==> src/rtl/imem_boot_loader.sv <==
// Boot loader: receives a length-framed, XOR-checksummed program image over a
// valid/ready byte stream, writes the payload into instruction memory and holds
// the core in reset until the image has been verified.
module imem_boot_loader #(
  parameter int unsigned ADDR_W    = 8,
  parameter int unsigned MEM_BYTES = 256
) (
  input  logic              clk,
  input  logic              reset,
  input  logic [7:0]        s_data,
  input  logic              s_valid,
  output logic              s_ready,
  input  logic              restart,
  output logic              mem_we,
  output logic [ADDR_W-1:0] mem_addr,
  output logic [7:0]        mem_data,
  output logic              core_reset,
  output logic              done,
  output logic              error
);

  localparam logic [2:0] StLenHi = 3'd0;
  localparam logic [2:0] StLenLo = 3'd1;
  localparam logic [2:0] StLoad  = 3'd2;
  localparam logic [2:0] StCsum  = 3'd3;
  localparam logic [2:0] StDone  = 3'd4;
  localparam logic [2:0] StErr   = 3'd5;

  localparam logic [15:0] MaxLen = 16'(MEM_BYTES);

  logic [2:0]        state_q, state_d;
  logic [7:0]        len_hi_q, len_hi_d;
  logic [15:0]       len_q, len_d;
  logic [15:0]       count_q, count_d;
  logic [7:0]        csum_q, csum_d;
  logic              mem_we_q, mem_we_d;
  logic [ADDR_W-1:0] mem_addr_q, mem_addr_d;
  logic [7:0]        mem_data_q, mem_data_d;

  logic              accept;
  logic [15:0]       len_rx;
  logic [15:0]       count_inc;

  // Handshake and status outputs are pure functions of the state.
  always_comb begin
    s_ready    = (state_q == StLenHi) || (state_q == StLenLo) ||
                 (state_q == StLoad)  || (state_q == StCsum);
    done       = (state_q == StDone);
    error      = (state_q == StErr);
    core_reset = ~done;
    mem_we     = mem_we_q;
    mem_addr   = mem_addr_q;
    mem_data   = mem_data_q;
  end

  assign accept    = s_valid & s_ready;
  assign len_rx    = {len_hi_q, s_data};
  assign count_inc = count_q + 16'd1;

  // Next-state logic for the frame parser and the registered write port.
  always_comb begin
    state_d    = state_q;
    len_hi_d   = len_hi_q;
    len_d      = len_q;
    count_d    = count_q;
    csum_d     = csum_q;
    mem_we_d   = 1'b0;
    mem_addr_d = mem_addr_q;
    mem_data_d = mem_data_q;
    case (state_q)
      StLenHi: begin
        if (accept) begin
          len_hi_d = s_data;
          state_d  = StLenLo;
        end
      end
      StLenLo: begin
        if (accept) begin
          len_d = len_rx;
          // Oversize is rejected here so the address can never wrap in StLoad.
          if (len_rx > MaxLen)        state_d = StErr;
          else if (len_rx == 16'd0)   state_d = StCsum;
          else                        state_d = StLoad;
        end
      end
      StLoad: begin
        if (accept) begin
          mem_we_d   = 1'b1;
          mem_addr_d = count_q[ADDR_W-1:0];
          mem_data_d = s_data;
          csum_d     = csum_q ^ s_data;
          count_d    = count_inc;
          if (count_inc == len_q) state_d = StCsum;
        end
      end
      StCsum: begin
        if (accept) state_d = (s_data == csum_q) ? StDone : StErr;
      end
      StDone, StErr: begin
        if (restart) begin
          state_d  = StLenHi;
          len_hi_d = 8'd0;
          len_d    = 16'd0;
          count_d  = 16'd0;
          csum_d   = 8'd0;
        end
      end
      default: state_d = StLenHi;
    endcase
  end

  // State registers with asynchronous active-low reset.
  always_ff @(posedge clk or negedge reset) begin
    if (!reset) begin
      state_q    <= StLenHi;
      len_hi_q   <= 8'd0;
      len_q      <= 16'd0;
      count_q    <= 16'd0;
      csum_q     <= 8'd0;
      mem_we_q   <= 1'b0;
      mem_addr_q <= '0;
      mem_data_q <= 8'd0;
    end else begin
      state_q    <= state_d;
      len_hi_q   <= len_hi_d;
      len_q      <= len_d;
      count_q    <= count_d;
      csum_q     <= csum_d;
      mem_we_q   <= mem_we_d;
      mem_addr_q <= mem_addr_d;
      mem_data_q <= mem_data_d;
    end
  end

endmodule

==> config.mk <==
export PLATFORM = sky130hd
export DESIGN_NAME = imem_boot_loader
export DESIGN_NICKNAME = d
export VERILOG_FILES = /design/src/rtl/imem_boot_loader.sv
export SDC_FILE = /design/constraint.sdc
export NUM_CORES = 1
export LEC_CHECK = 0
export BUFFER_PORTS_ARGS = -buffer_cell sky130_fd_sc_hd__buf_2
export CORE_ASPECT_RATIO = 1.5
export CORE_UTILIZATION = 40
export DETAILED_ROUTE_END_ITERATION = 8
export PLACE_DENSITY_LB_ADDON = 0.3
export SYNTH_ARGS = -nofsm -noshare
export SYNTH_HDL_FRONTEND = slang
export SYNTH_SLANG_ARGS = --single-unit
==> constraint.sdc <==
create_clock -name clk -period 5.6 [get_ports clk]
set_input_delay 0.28 -clock clk [delete_from_list [all_inputs] [get_ports clk]]
set_output_delay 0.28 -clock clk [all_outputs]
set_load 0.01 [all_outputs]
Word-level counts from Yosys, hierarchy flattened
Cells that the tools add are included.
{ "classes": {"order_cmp": 1, "div_mod_pow": 0, "n_mul": 0, "eq_ne": 13, "n_reduce_logical": 14, "n_addsub": 1, "n_bitwise": 3, "n_mux": 22, "shift": 0} }
{ "op_table": {"columns": ["op", "n"], "rows": [
  ["$pmux W16 S2", 2],
  ["$mux W16", 3],
  ["$pmux W8 S2", 2],
  ["$mux W8", 3],
  ["$mux W3", 7],
  ["$add A16 B1 Y16 const B", 1],
  ["$eq A16 B16 Y1", 1],
  ["$gt A16 B9 Y1 const B", 1],
  ["$logic_not A16 Y1", 1],
  ["$pmux W3 S5", 1],
  ["$ne A2 B2 Y1 const B", 5],
  ["$reduce_and A3 Y1", 3],
  ["$eq A8 B8 Y1", 1],
  ["$xor A8 B8 Y8", 1],
  ["$eq A3 B2 Y1 const B", 2],
  ["$eq A3 B3 Y1 const B", 2],
  ["$reduce_and A6 Y1", 1],
  ["$reduce_bool A2 Y1", 3],
  ["$mux W1", 4],
  ["$eq A3 B1 Y1 const B", 1],
  ["$logic_not A3 Y1", 1],
  ["$logic_or A1 B1 Y1", 3],
  ["$ne A2 B1 Y1 const B", 1],
  ["$reduce_and A2 Y1", 1],
  ["3 further kinds", 3]
]} }
{ "word_totals": {"reg_bits": 68, "rom_bits": 0, "latchBits": 0, "output_inout_bits": 21, "input_bits": 12, "mem_bits_rw": 0, "elab_cells": 62, "memories": 0} }

Logic depth before layout (Yosys ltp)
Gate-level depths: netlist of the first run.
{ "depth": {"depth_word": 7, "depth_mapped": 9, "mapped_depth_nobuf": 7} }

Worst setup path before layout of the first run
Ideal clock, no wire load.
{ "synth_timing": {"kind": "register to register", "startpoint": "register count_q[0]", "endpoint": "register state_q[0]", "setup_slack_ps": 3802, "synth_period_minus_slack_ps": 1798, "t_required_ps": 5471, "arrival_time_ps": 1669, "setup_time_ps": 129, "path_buffers": 0, "path_stages_with_launch": 8, "path_cell_list": "dfrtp_1 -> ha_1 -> and3b_1 -> or3_1 -> a21oi_1 -> nor4_1 -> a41oi_1 -> o21ai_1"} }
{ "synth_via": {"elab_chain_len": 4} }
{ "synth_rtl": {"columns": ["element", "line", "rtl"], "rows": [
  ["start: declaration", "34", "logic [15:0] count_q, count_d;"],
  ["start signal: assignment", "127", "count_q <= count_d;"],
  ["$add A16 B1 Y16", "58", "assign count_inc = count_q + 16'd1;"],
  ["$eq A16 B16 Y1", "93", "if (count_inc == len_q) state_d = StCsum;"],
  ["$ne A2 B1 Y1 (no line)", null, null],
  ["$reduce_and A6 Y1 (no line)", null, null],
  ["end signal: assignment", "115", "state_q <= StLenHi;"],
  ["end signal: assignment", "124", "state_q <= state_d;"],
  ["end: declaration", "31", "logic [2:0] state_q, state_d;"]
]} }
Every way passes these cells.
A chain may end at the register's enable or synchronous reset.

Final worst setup path of the first run
{ "layout_timing": {"startpoint": "register state_q[1]", "endpoint": "register count_q[15]"} }
{ "layout_via": {"elab_chain_len": 7, "elab_cells_between_ends": 16, "cone_classes": "eq/ne (7); mux (1); bitwise (1); reduce/logical (7)"} }
{ "layout_rtl": {"columns": ["element", "line", "rtl"], "rows": [
  ["$eq A3 B1 Y1 / $logic_not A3 Y1 (equally long branches)", "46", "s_ready = (state_q == StLenHi) || (state_q == StLenLo) ||"],
  ["$logic_or A1 B1 Y1 (2 in series)", "46", null],
  ["$logic_or A1 B1 Y1", "47", "(state_q == StLoad) || (state_q == StCsum);"],
  ["$and A1 B1 Y1", "56", "assign accept = s_valid & s_ready;"],
  ["$ne A2 B2 Y1 (no line)", null, null],
  ["$reduce_and A3 Y1 (no line)", null, null]
]} }
Several ways; a longest one is shown, not always the timed one.

==> run summary, run 1 <==
Final Wtd Congestion - 0.8925
Final Setup Violations - 0
Pre-CTS WS - 2.722 ns
Final Hold Violating Endpoints - 0
Register area share after synthesis - 47.62%
First-pass GRT wire length - 14.76 mm
Starting Density - 41.96%
Mapped Cells - 409
Final Skew - 0.005721 ns
Die area - 9324 sq um
Final nets - 441
Share of post-route cells with drive strength above 1 - 13.16%
Number of cells on the worst reg-to-reg path - 7
Post-CTS Setup Inserts - 0
RSZ-0062 raised after global routing - false
Port Buffer Count - 32
Slew @ Worst Pin - 1.033 ns
Hold-fix buffers, CTS - 0
Slack of the critical path - 2.701 ns
WL met2 - 4.501 mm
Initial antenna violation count - 0
Max-Cap Viols - 0
Most frequent cells in the layout - nand2_1 (87), dfrtp_1 (68), o21ai_0 (51)
DRC viols - 0
Clk sinks - 68
LEAKAGE - 1.880 nW
Drt initial violations - 169
Mapped Area - 3573 sq um
Status - finished, final reports clean
Root Buffer - clkbuf_16
DR pass1 iterations - 4
Post-DP HPWL - 6.099 mm
FF-to-FF setup slack - 2.70 ns
Vias - 3003
Die Width - 79.18 um
Core area - 8516 sq um
Clock latency on the worst-skew pair - 0.33 ns
Vias in the first global route - 2974
Core Rows - 41
Seq cells post-synth - 68
Worst-path fanout max - 45
Most common library cell in the layout ignoring fill and taps - nand2_1
Worst VDD drop - 0.3450 mV
Clk pin slew, worst setup/hold paths - 0.05 ns
Critical path capture point type - flip-flop
Drt total wl - 8.704 mm
Avg WL per Cell - 16.12 um
ANT cells - 0
Avg Cell Area, Syn - 8.737 sq um
Util after Layout - 47.50%
Class of the worst hold path - input port to async pin
CP arrival - 3.13 ns
Grt ovf - 0
Crit path time final - 2.899 ns
Cts repair resizes - 0
Die H - 117.8 um
Pwr/cell area - 425.2 nW/um^2
Met1 wire length - 3.645 mm
CP required - 5.83 ns
All-Layer GR Usage - 20.78%
Max_slew headroom - 31.16%
Yosys cell types - 53
Pin count of the biggest net entering global routing - 69
CTS tree - yes
Max Fclk - 344.9 MHz
Maximum clock path buffer count - 2
Period utilization - 51.77%
Setup Crit Path Kind - flip-flop to flip-flop
Number of routed nets with antenna violations - 0
Startpoint type of the worst setup path - flip-flop
Yosys warning total - 0
CTS Buf Count - 9
Setup TNS - 0 ns
Vias per inst - 5.561
Pwr Total - 1.720 mW
Post-Syn Nets - 422
Top sig layer - met4
I/O pins - 33
Hold WS - 0.1237 ns
Layout area overhead - 13.20%
DR WL met3 - 302 um
H-Tree Depth - 3
Max Slew Vio Count - 0
-- per-layer routing --
layer / up-vias / track usage [%]
met2: 74 / 34.27
met3: 19 / 5.814
li1: 1474 / -
met1: 1436 / 24.39
met4: 0 / 10.11
met5: - / 0
-- registers in the layout, summed over array words and instances (netlist names) --
| signal | count |
|---|---|
| count_q | 16 |
| csum_q | 8 |
| len_hi_q | 8 |
| len_q | 16 |
| mem_addr | 8 |
| mem_data | 8 |
| mem_we | 1 |
| state_q | 3 |
-- critical path, cell delays in order (launching register included) --
cell     delay (ns)
dfrtp_1        0.47
nor3b_2        0.20
nand2_1        0.07
buf_4          0.40
inv_1          0.56
a21oi_2        0.76
o21ai_0        0.22
o31ai_1        0.11
-- metrics by stage --
stage / instance area, sq um / std cells
floorplan: 3573 / 409
global placement: 3766 / 524
detailed placement: 3766 / 524
CTS: 4045 / 540
global route: 4045 / 540
finish: 4045 / 540
-- worst paths after layout --
kind,from,to
max,state_q[1],count_q[15]
min,reset,len_hi_q[4]
max reg2reg,state_q[1],count_q[15]
min reg2reg,mem_data[4],mem_data[4]
max in group asynchronous,reset,state_q[2]
min in group clk,s_data[0],mem_data[0]
-- logic make-up (layout without fill, tap and decap cells) --
logic type	Yosys count	count (layout)	synth area share (%)
AND/OR/NAND/NOR	175	175	23.88
adder cells (fa/ha/maj)	1	1	0.3501
multiplexers	1	1	0.2801
AO/OA/AOI/OAI	100	100	17.54
XOR/XNOR	22	22	5.392
flip-flops	68	68	47.62
buffers and inverters	42	66	4.937
-- cell type report --
type                       count  area, sq um
clock buffer                  10        239.0
clock inverter                 6        40.04
fill                         870         4471
inverter                      16        60.06
multi-input combinational    299         1695
sequential                    68         1702
tap                          107        133.9
timing repair buffer          34        175.2
-- synthesized netlist by cell type, drive strengths merged --
master,count,area (sq um)
a2111oi,1,8.760
a211oi,2,20.02
a21oi,6,33.78
a22o,6,52.55
a22oi,1,7.510
a31oi,2,12.51
a41oi,1,8.760
and2,3,18.77
and3,3,18.77
and3b,1,8.760
and4,2,17.52
buf,10,52.55
clkbuf,16,63.81
dfrtp,68,1702
ha,1,12.51
inv,16,60.06
mux2i,1,10.01
nand2,87,326.6
nand2b,2,12.51
nand3,18,102.6
nand3b,1,7.510
nand4,7,50.05
nand4b,1,8.760
nand4bb,1,11.26
nor2,24,97.59
nor2b,9,56.30
nor3,3,15.01
nor3b,2,20.02
nor4,6,43.79
o2111ai,3,26.28
o211ai,1,7.510
o21a,2,15.01
o21ai,53,265.3
o22ai,1,6.260
o311ai,2,17.52
o31ai,17,127.6
o41ai,2,17.52
or3,1,6.260
or3b,1,8.760
or4,3,22.52
xnor2,15,131.4
xor2,7,61.31
-- power breakdown --
part	switching (mW)	total [mW]	internal [mW]
combinational	0.313	0.501	0.188
sequential	0.0913	0.700	0.608
clock	0.209	0.519	0.310
total	0.613	1.72	1.11
Power figures use the tool's default switching activity.
==> run 2: changes to the inputs <==
- ABC_AREA: default -> 1
- clock period: 5.6 -> 2.6 ns (I/O delays scaled with it)
==> run 2 against run 1 <==
  * Non-clock buffer count up 8
  * Setup slack worse by 2.1 ns
  * First-iteration DRC count up 30%
  * Clock skew down 0.0015 ns
  * Total power rose to 2.5 times the previous value
  * Sequential cell count unchanged
  * Die area down 1.2%
  * Clock-buffer cell count unchanged
  * Area after synthesis down 1.3%
  * Critical endpoint is now state_q[0]
  * Largest cell class unchanged
==> run summary, run 2 <==
Class of the worst hold path - input port to flip-flop (was input port to async pin)
DRC viols - 0 (unchanged)
Yosys top cell by area - dfrtp_1 (unchanged)
Crit-path max cell delay - 0.42 ns (was 0.76 ns)
Post-Synth Adder-Cell Area - 0.3546% (was 0.3501%)
Worst-path fanout max - 6 (was 45)
Post-DP HPWL - 6.166 mm (was 6.099 mm)
Register area - 1702 sq um (unchanged)
Multi-input combinational cell area - 1551 sq um (was 1695 sq um)
Critical-path cell list - ha_1 > nand2_2 > nor2_4 > nand2_2 > nor2_1 > nand2_1 > nand2_1 > nand2_1 > nand2_1 > nand2_1 > nor2_1 > nand3_2 > nand2_2 > nand2_1 > nand2_1 (was nor3b_2 > nand2_1 > buf_4 > inv_1 > a21oi_2 > o21ai_0 > o31ai_1)
Final nets - 503 (was 441)
CP arrival - 2.27 ns (was 3.13 ns)
WL met2 - 4.360 mm (was 4.501 mm)
Root Buffer - clkbuf_16 (unchanged)
Count leader, synth - nand2_1 (unchanged)
Max Fclk - 500.0 MHz (was 344.9 MHz)
Max_slew headroom - 53.23% (was 31.16%)
Top sig layer - met4 (unchanged)
LEAKAGE - 2.077 nW (was 1.880 nW)
Avg WL per Cell - 13.55 um (was 16.12 um)
Vias per inst - 5.028 (was 5.561)
Worst VDD drop - 0.6651 mV (was 0.3450 mV)
Layout area overhead - 18.72% (was 13.20%)
Clk pin slew, worst setup/hold paths - 0.05 ns (about the same)
Max Slew Vio Count - 0 (unchanged)
Area share of the largest cell type after synthesis - 48.23% (was 47.62%)
Met1 wire length - 3.391 mm (was 3.645 mm)
Avg Cell Area, Syn - 7.823 sq um (was 8.737 sq um)
Die area - 9209 sq um (was 9324 sq um)
Setup Crit Path Kind - flip-flop to flip-flop (unchanged)
Number of cells on the worst reg-to-reg path - 15 (was 7)
Core area - 8464 sq um (was 8516 sq um)
Most frequent cells in the layout - nand2_1 (120), dfrtp_1 (68), nand3_1 (55) (was nand2_1 (87), dfrtp_1 (68), o21ai_0 (51))
Status - finished, final reports clean (unchanged)
Drt total wl - 8.159 mm (was 8.704 mm)
Clk sinks - 68 (unchanged)
Yosys cell types - 30 (was 53)
First-pass GRT wire length - 13.85 mm (was 14.76 mm)
Period utilization - 76.93% (was 51.77%)
DR pass1 iterations - 4 (unchanged)
Main area contributors after synthesis - dfrtp_1 (48%), nand2_1 (13%), nand3_1 (7.8%) (was dfrtp_1 (48%), nand2_1 (9.1%), o21ai_0 (7.1%))
Mapped Cells - 451 (was 409)
Top_reg_cell synth - dfrtp_1 (unchanged)
Max-Cap Viols - 0 (unchanged)
CTS Buf Count - 9 (unchanged)
Hold WS - 0.1125 ns (was 0.1237 ns)
Yosys warning total - 0 (unchanged)
Die Width - 78.69 um (was 79.18 um)
Post-CTS Setup Inserts - 0 (unchanged)
Die H - 117.0 um (was 117.8 um)
CP required - 2.87 ns (was 5.83 ns)
Fillers - 825 (was 870)
Cell mode on critical path - nand2_1
Slew @ Worst Pin - 0.7015 ns (was 1.033 ns)
Drt initial violations - 220 (was 169)
Core Rows - 41 (unchanged)
Number of flops mapped to enable cells by yosys - 0 (unchanged)
Critical path capture point type - flip-flop (unchanged)
Most common library cell in the layout ignoring fill and taps - nand2_1 (unchanged)
Final Skew - 0.004183 ns (was 0.005721 ns)
Share of post-route cells with drive strength above 1 - 15.56% (was 13.16%)
Port Buffer Count - 32 (unchanged)
Synth Area in Compound Gates - 9.220% (was 17.54%)
Vias - 3027 (was 3003)
CTS tree - yes (unchanged)
Ys async rst share - 100.0% (unchanged)
RSZ-0062 raised after global routing - false (unchanged)
Xor and xnor area share after synthesis - 3.121% (was 5.392%)
Grt ovf - 0 (unchanged)
Pin count of the biggest net entering global routing - 40 (was 69)
Crit path time final - 2.000 ns (was 2.899 ns)
I/O pins - 33 (unchanged)
Mapped Area - 3528 sq um (was 3573 sq um)
Crit-path slowest cell - dfrtp_1 (was a21oi_2)
Clock latency on the worst-skew pair - 0.33 ns (about the same)
Hold Path Stages - 4
Maximum clock path buffer count - 2 (unchanged)
Post-Syn Nets - 464 (was 422)
All-Layer GR Usage - 20.09% (was 20.78%)
Multiplexer share of the synthesized area - 1.596% (was 0.2801%)
Initial antenna violation count - 0 (unchanged)
Pwr/cell area - 1027 nW/um^2 (was 425.2 nW/um^2)
ANT cells - 0 (unchanged)
Fin cells - 602 (was 540)
Placed cell count - 585 (was 524)
Startpoint type of the worst setup path - flip-flop (unchanged)
Register area share after synthesis - 48.23% (was 47.62%)
Top Registers - count_q: 16 flops, len_q: 16 flops (unchanged)
Starting Density - 41.69% (was 41.96%)
Setup TNS - 0 ns (unchanged)
Final Setup Violations - 0 (unchanged)
Simple-Gate Fraction of Synth Area - 29.68% (was 23.88%)
Largest family of logic cells by synthesized area - simple AND/OR/NAND/NOR gates (unchanged)
Final Wtd Congestion - 0.8277 (was 0.8925)
Final Hold Violating Endpoints - 0 (unchanged)
DR WL met3 - 261 um (was 302 um)
Synth cell count leaders - nand2_1 (120), dfrtp_1 (68), nand3_1 (55), inv_1 (53), o21ai_0 (41) (was nand2_1 (87), dfrtp_1 (68), o21ai_0 (51), nor2_1 (23))
H-Tree Depth - 3 (unchanged)
Seq cells post-synth - 68 (unchanged)
Number of routed nets with antenna violations - 0 (unchanged)
Vias in the first global route - 3010 (was 2974)
## run 2: cell types whose count changed after synthesis, moves of 9 or more
cell,previous run,this run
inv_1,16,53
o31ai_1,17,0
nand2_1,87,120
o21ai_0,51,41
nor2b_1,9,0
nand3_1,17,55
xnor2_1,15,1
## run 2: per-layer routing
layer | vias up | track usage, %
met1 | 1423 | 22.52
met3 | 11 | 3.566
li1 | 1543 | -
met4 | 0 | 10.00
met2 | 50 | 36.46
met5 | - | 0
## run 2: stage by stage
stage               area, sq um  utilization [%]  power (mW)  setup WS [ns]
floorplan                  3528                -       2.488         0.8745
global placement           3837            45.34       2.910         0.6700
detailed placement         3837            45.34       2.938         0.5873
CTS                        4189            49.49       4.348         0.5766
global route               4189            49.49       4.601         0.3320
finish                     4189            49.49       4.301         0.5999
## run 2: cells by family (layout without fill, tap and decap cells)
family,Yosys count,count (layout)
buffers and inverters,70,114
and+or+nand+nor,236,236
xor gates and xnor gates,11,11
AOI/OAI and AO/OA,60,60
adders and majority gates,1,1
DFF,68,68
muxes,5,5
## run 2: final timing paths
path,start,endpoint,slack [ns]
setup reg to reg,count_q[0],state_q[0],0.60
max in group asynchronous,reset,len_hi_q[6],1.57
hold reg to reg,mem_addr[6],mem_addr[6],0.48
setup / recovery,count_q[0],state_q[0],0.60
hold / removal,restart,state_q[2],0.11
min in group asynchronous,reset,mem_we,0.39
## run 2: power breakdown
part	internal (mW)	total, mW	switching [mW]
registers	1.39	1.60	0.207
clock network	0.937	1.38	0.446
logic	0.517	1.32	0.800
## run 2: what timing repair did
action / CTS / global route
resized for setup: 0 / 0
hold endpoints to repair: 29 / 0
hold buffers: 1 / 0
## run 2: cell type report
| class | instances | share of cell area (%) |
|---|---|---|
| flip-flops and latches | 68 | 40.62 |
| multi-input cells | 313 | 37.04 |
| repair buffers | 42 | 5.974 |
| clock buffers | 10 | 5.466 |
| inverters | 56 | 5.018 |
| well taps | 107 | 3.196 |
| clock inverters | 6 | 2.688 |
## run 2: worst max-delay path: cells and delay by family, from the launching register on
kind / cells / cell delay [ns]
adder cells (fa/ha/maj): 1 / 0.23
flip-flops: 1 / 0.42
AND/OR/NAND/NOR: 14 / 1.29
==> run 3: changes to the inputs <==
- ABC_AREA: 1 -> 0
- clock period: 2.6 -> 1.95 ns (I/O delays scaled with it)
==> run 3 against run 2 <==
  * Sequential cell count stayed put
  * Die area increased by 1.3%
  * Sequential power up 22%
  * Largest power group unchanged
==> run summary, run 3 (synthesis gave the netlist of run 1 again) <==
Setup Crit Path Kind - flip-flop to flip-flop (unchanged)
Most common library cell in the layout ignoring fill and taps - nand2_1 (unchanged)
Critical-path cell list - ha_2 > and4_1 > nand4bb_1 > xnor2_1 > nor2_1 > a41oi_1 > o21ai_1 (was ha_1 > nand2_2 > nor2_4 > nand2_2 > nor2_1 > nand2_1 > nand2_1 > nand2_1 > nand2_1 > nand2_1 > nor2_1 > nand3_2 > nand2_2 > nand2_1 > nand2_1)
Crit-path max cell delay - 0.35 ns (was 0.42 ns)
Final Cell Area - 4305 sq um (was 4189 sq um)
Critical path capture point type - flip-flop (unchanged)
Period utilization - 94.50% (was 76.93%)
Critical path origin - count_q[1] (was count_q[0])
FF-to-FF setup slack - 0.11 ns (was 0.60 ns)
All-Layer GR Usage - 21.42% (was 20.09%)
CP endpoint - state_q[0] (unchanged)
Vias per inst - 5.569 (was 5.028)
Max_slew headroom - 61.23% (was 53.23%)
Crit-path slowest cell - dfrtp_1 (unchanged)
Most frequent cells in the layout - nand2_1 (87), dfrtp_1 (66), o21ai_0 (51) (was nand2_1 (120), dfrtp_1 (68), nand3_1 (55))
LEAKAGE - 2.019 nW (was 2.077 nW)
Max Fclk - 542.7 MHz (was 500.0 MHz)
Starting Density - 41.96% (was 41.69%)
Slack of the critical path - 0.1073 ns (was 0.5999 ns)
Pre-CTS WS - 0.06836 ns (was 0.5873 ns)
Drt total wl - 9.055 mm (was 8.159 mm)
Worst VDD drop - 0.6898 mV (was 0.6651 mV)
DRC viols - 0 (unchanged)
WP depth - 7 (was 15)
Final Hold Violating Endpoints - 0 (unchanged)
Register area - 1704 sq um (was 1702 sq um)
Fin cells - 564 (was 602)
Avg WL per Cell - 16.05 um (was 13.55 um)
Clk pin slew, worst setup/hold paths - 0.05 ns (about the same)
Final Setup Violations - 0 (unchanged)
Top Registers - count_q: 16 flops, len_q: 16 flops (unchanged)
Root Buffer - clkbuf_16 (unchanged)
Crit path time final - 1.843 ns (was 2.000 ns)
Clock latency on the worst-skew pair - 0.34 ns (was 0.33 ns)
Share of post-route cells with drive strength above 1 - 17.94% (was 15.56%)
Critical path's top delay family - simple AND/OR/NAND/NOR gates (unchanged)
Slew @ Worst Pin - 0.5815 ns (was 0.7015 ns)
Grt ovf - 0 (unchanged)
Class of the worst hold path - input port to flip-flop (unchanged)
Pin count of the biggest net entering global routing - 44 (was 40)
Final Wtd Congestion - 0.8596 (was 0.8277)
Core area - 8516 sq um (was 8464 sq um)
Pwr/cell area - 1241 nW/um^2 (was 1027 nW/um^2)
Multi-input combinational cell area - 1718 sq um (was 1551 sq um)
RSZ-0062 raised after global routing - true (was false)
Port Buffer Count - 32 (unchanged)
R2r startpoint - count_q[1] (was count_q[0])
CTS tree - yes (unchanged)
Clk sinks - 68 (unchanged)
Dpl cell area - 3951 sq um (was 3837 sq um)
Status - finished, final reports clean (unchanged)
Initial antenna violation count - 0 (unchanged)
Max-Cap Viols - 0 (unchanged)
Layout area overhead - 20.48% (was 18.72%)
CTS Buf Count - 9 (unchanged)
Post-CTS Setup Inserts - 0 (unchanged)
Buf+Inv Stages, Crit Path - 0 (unchanged)
Worst reg2reg path endpoint - state_q[0] (unchanged)
Final Skew - 0.004233 ns (was 0.004183 ns)
DR pass1 iterations - 4 (unchanged)
Max Slew Vio Count - 0 (unchanged)
Final nets - 465 (was 503)
CP arrival - 2.10 ns (was 2.27 ns)
Die Width - 79.18 um (was 78.69 um)
Drt initial violations - 273 (was 220)
I/O pins - 33 (unchanged)
Core Rows - 41 (unchanged)
Fillers - 861 (was 825)
Placed cell count - 547 (was 585)
Startpoint type of the worst setup path - flip-flop (unchanged)
Die area - 9324 sq um (was 9209 sq um)
Number of routed nets with antenna violations - 0 (unchanged)
ANT cells - 0 (unchanged)
Vias - 3141 (was 3027)
Die H - 117.8 um (was 117.0 um)
Post-DP HPWL - 6.471 mm (was 6.166 mm)
First-pass GRT wire length - 15.17 mm (was 13.85 mm)
H-Tree Depth - 3 (unchanged)
CP required - 2.21 ns (was 2.87 ns)
Worst-path fanout max - 8 (was 6)
Maximum clock path buffer count - 2 (unchanged)
Number of cells on the worst reg-to-reg path - 7 (was 15)
Vias in the first global route - 3104 (was 3010)
Setup TNS - 0 ns (unchanged)
==> run 3: power by group <==
group          total [mW]  switching, mW  internal, mW  leakage, nW
clock network        1.75          0.598          1.15        0.153
logic                1.63          0.994         0.632        0.952
registers            1.96          0.216          1.75        0.915
total                5.34           1.81          3.53         2.02
==> run 3: how the worst min path moves through the flow <==
| stage | startpoint | to | slack (ns) | depth (start not counted) |
|---|---|---|---|---|
| floorplan | reset | count_q[0] | -0.20 | 0 |
| global placement | reset | len_hi_q[4] | 0.04 | 1 |
| detailed placement | reset | len_hi_q[4] | 0.04 | 1 |
| CTS | s_data[1] | len_hi_q[1] | 0.03 | 3 |
| global route | s_data[1] | len_hi_q[1] | 0.07 | 3 |
| finish | s_data[1] | len_hi_q[1] | 0.04 | 3 |
==> run 3: per-layer routing <==
layer  vias up  GRT usage, %  routed length (um)
met1      1507         24.02                3646
met2        94         36.48                4721
met3        22         4.884                 354
li1       1518             -                   -
met4         0         12.16                 333
met5         -             0                   0
==> run 3: what timing repair did <==
action / CTS / global route
hold buffers: 1 / 0
gates resized for setup: 0 / 6
endpoints found under the setup margin: 0 / 22
hold endpoints to repair: 13 / 0
==> run 3: worst min-delay path, delay by kind of cell <==
kind	cells	cell delay, ns
simple gates	1	0.06
compound gates	1	0.07
buf+inv	1	0.11
==> run 3: layout make-up <==
type	count	area share (%)
Sequential cell	68	39.58
Clock inverter	4	1.686
Inverter	16	1.395
Timing Repair Buffer	58	8.602
Clock buffer	12	5.725
Tap cell	107	3.110
Multi-Input combinational cell	299	39.90
==> run 3: through the flow <==
step	power (mW)	hold slack (ns)	util (%)
CTS	5.354	0.03038	50.26
floorplan	3.054	-0.1981	-
global route	5.691	0.06567	50.56
finish	5.341	0.04246	50.56
global placement	3.534	0.04233	46.40
detailed placement	3.578	0.04245	46.40
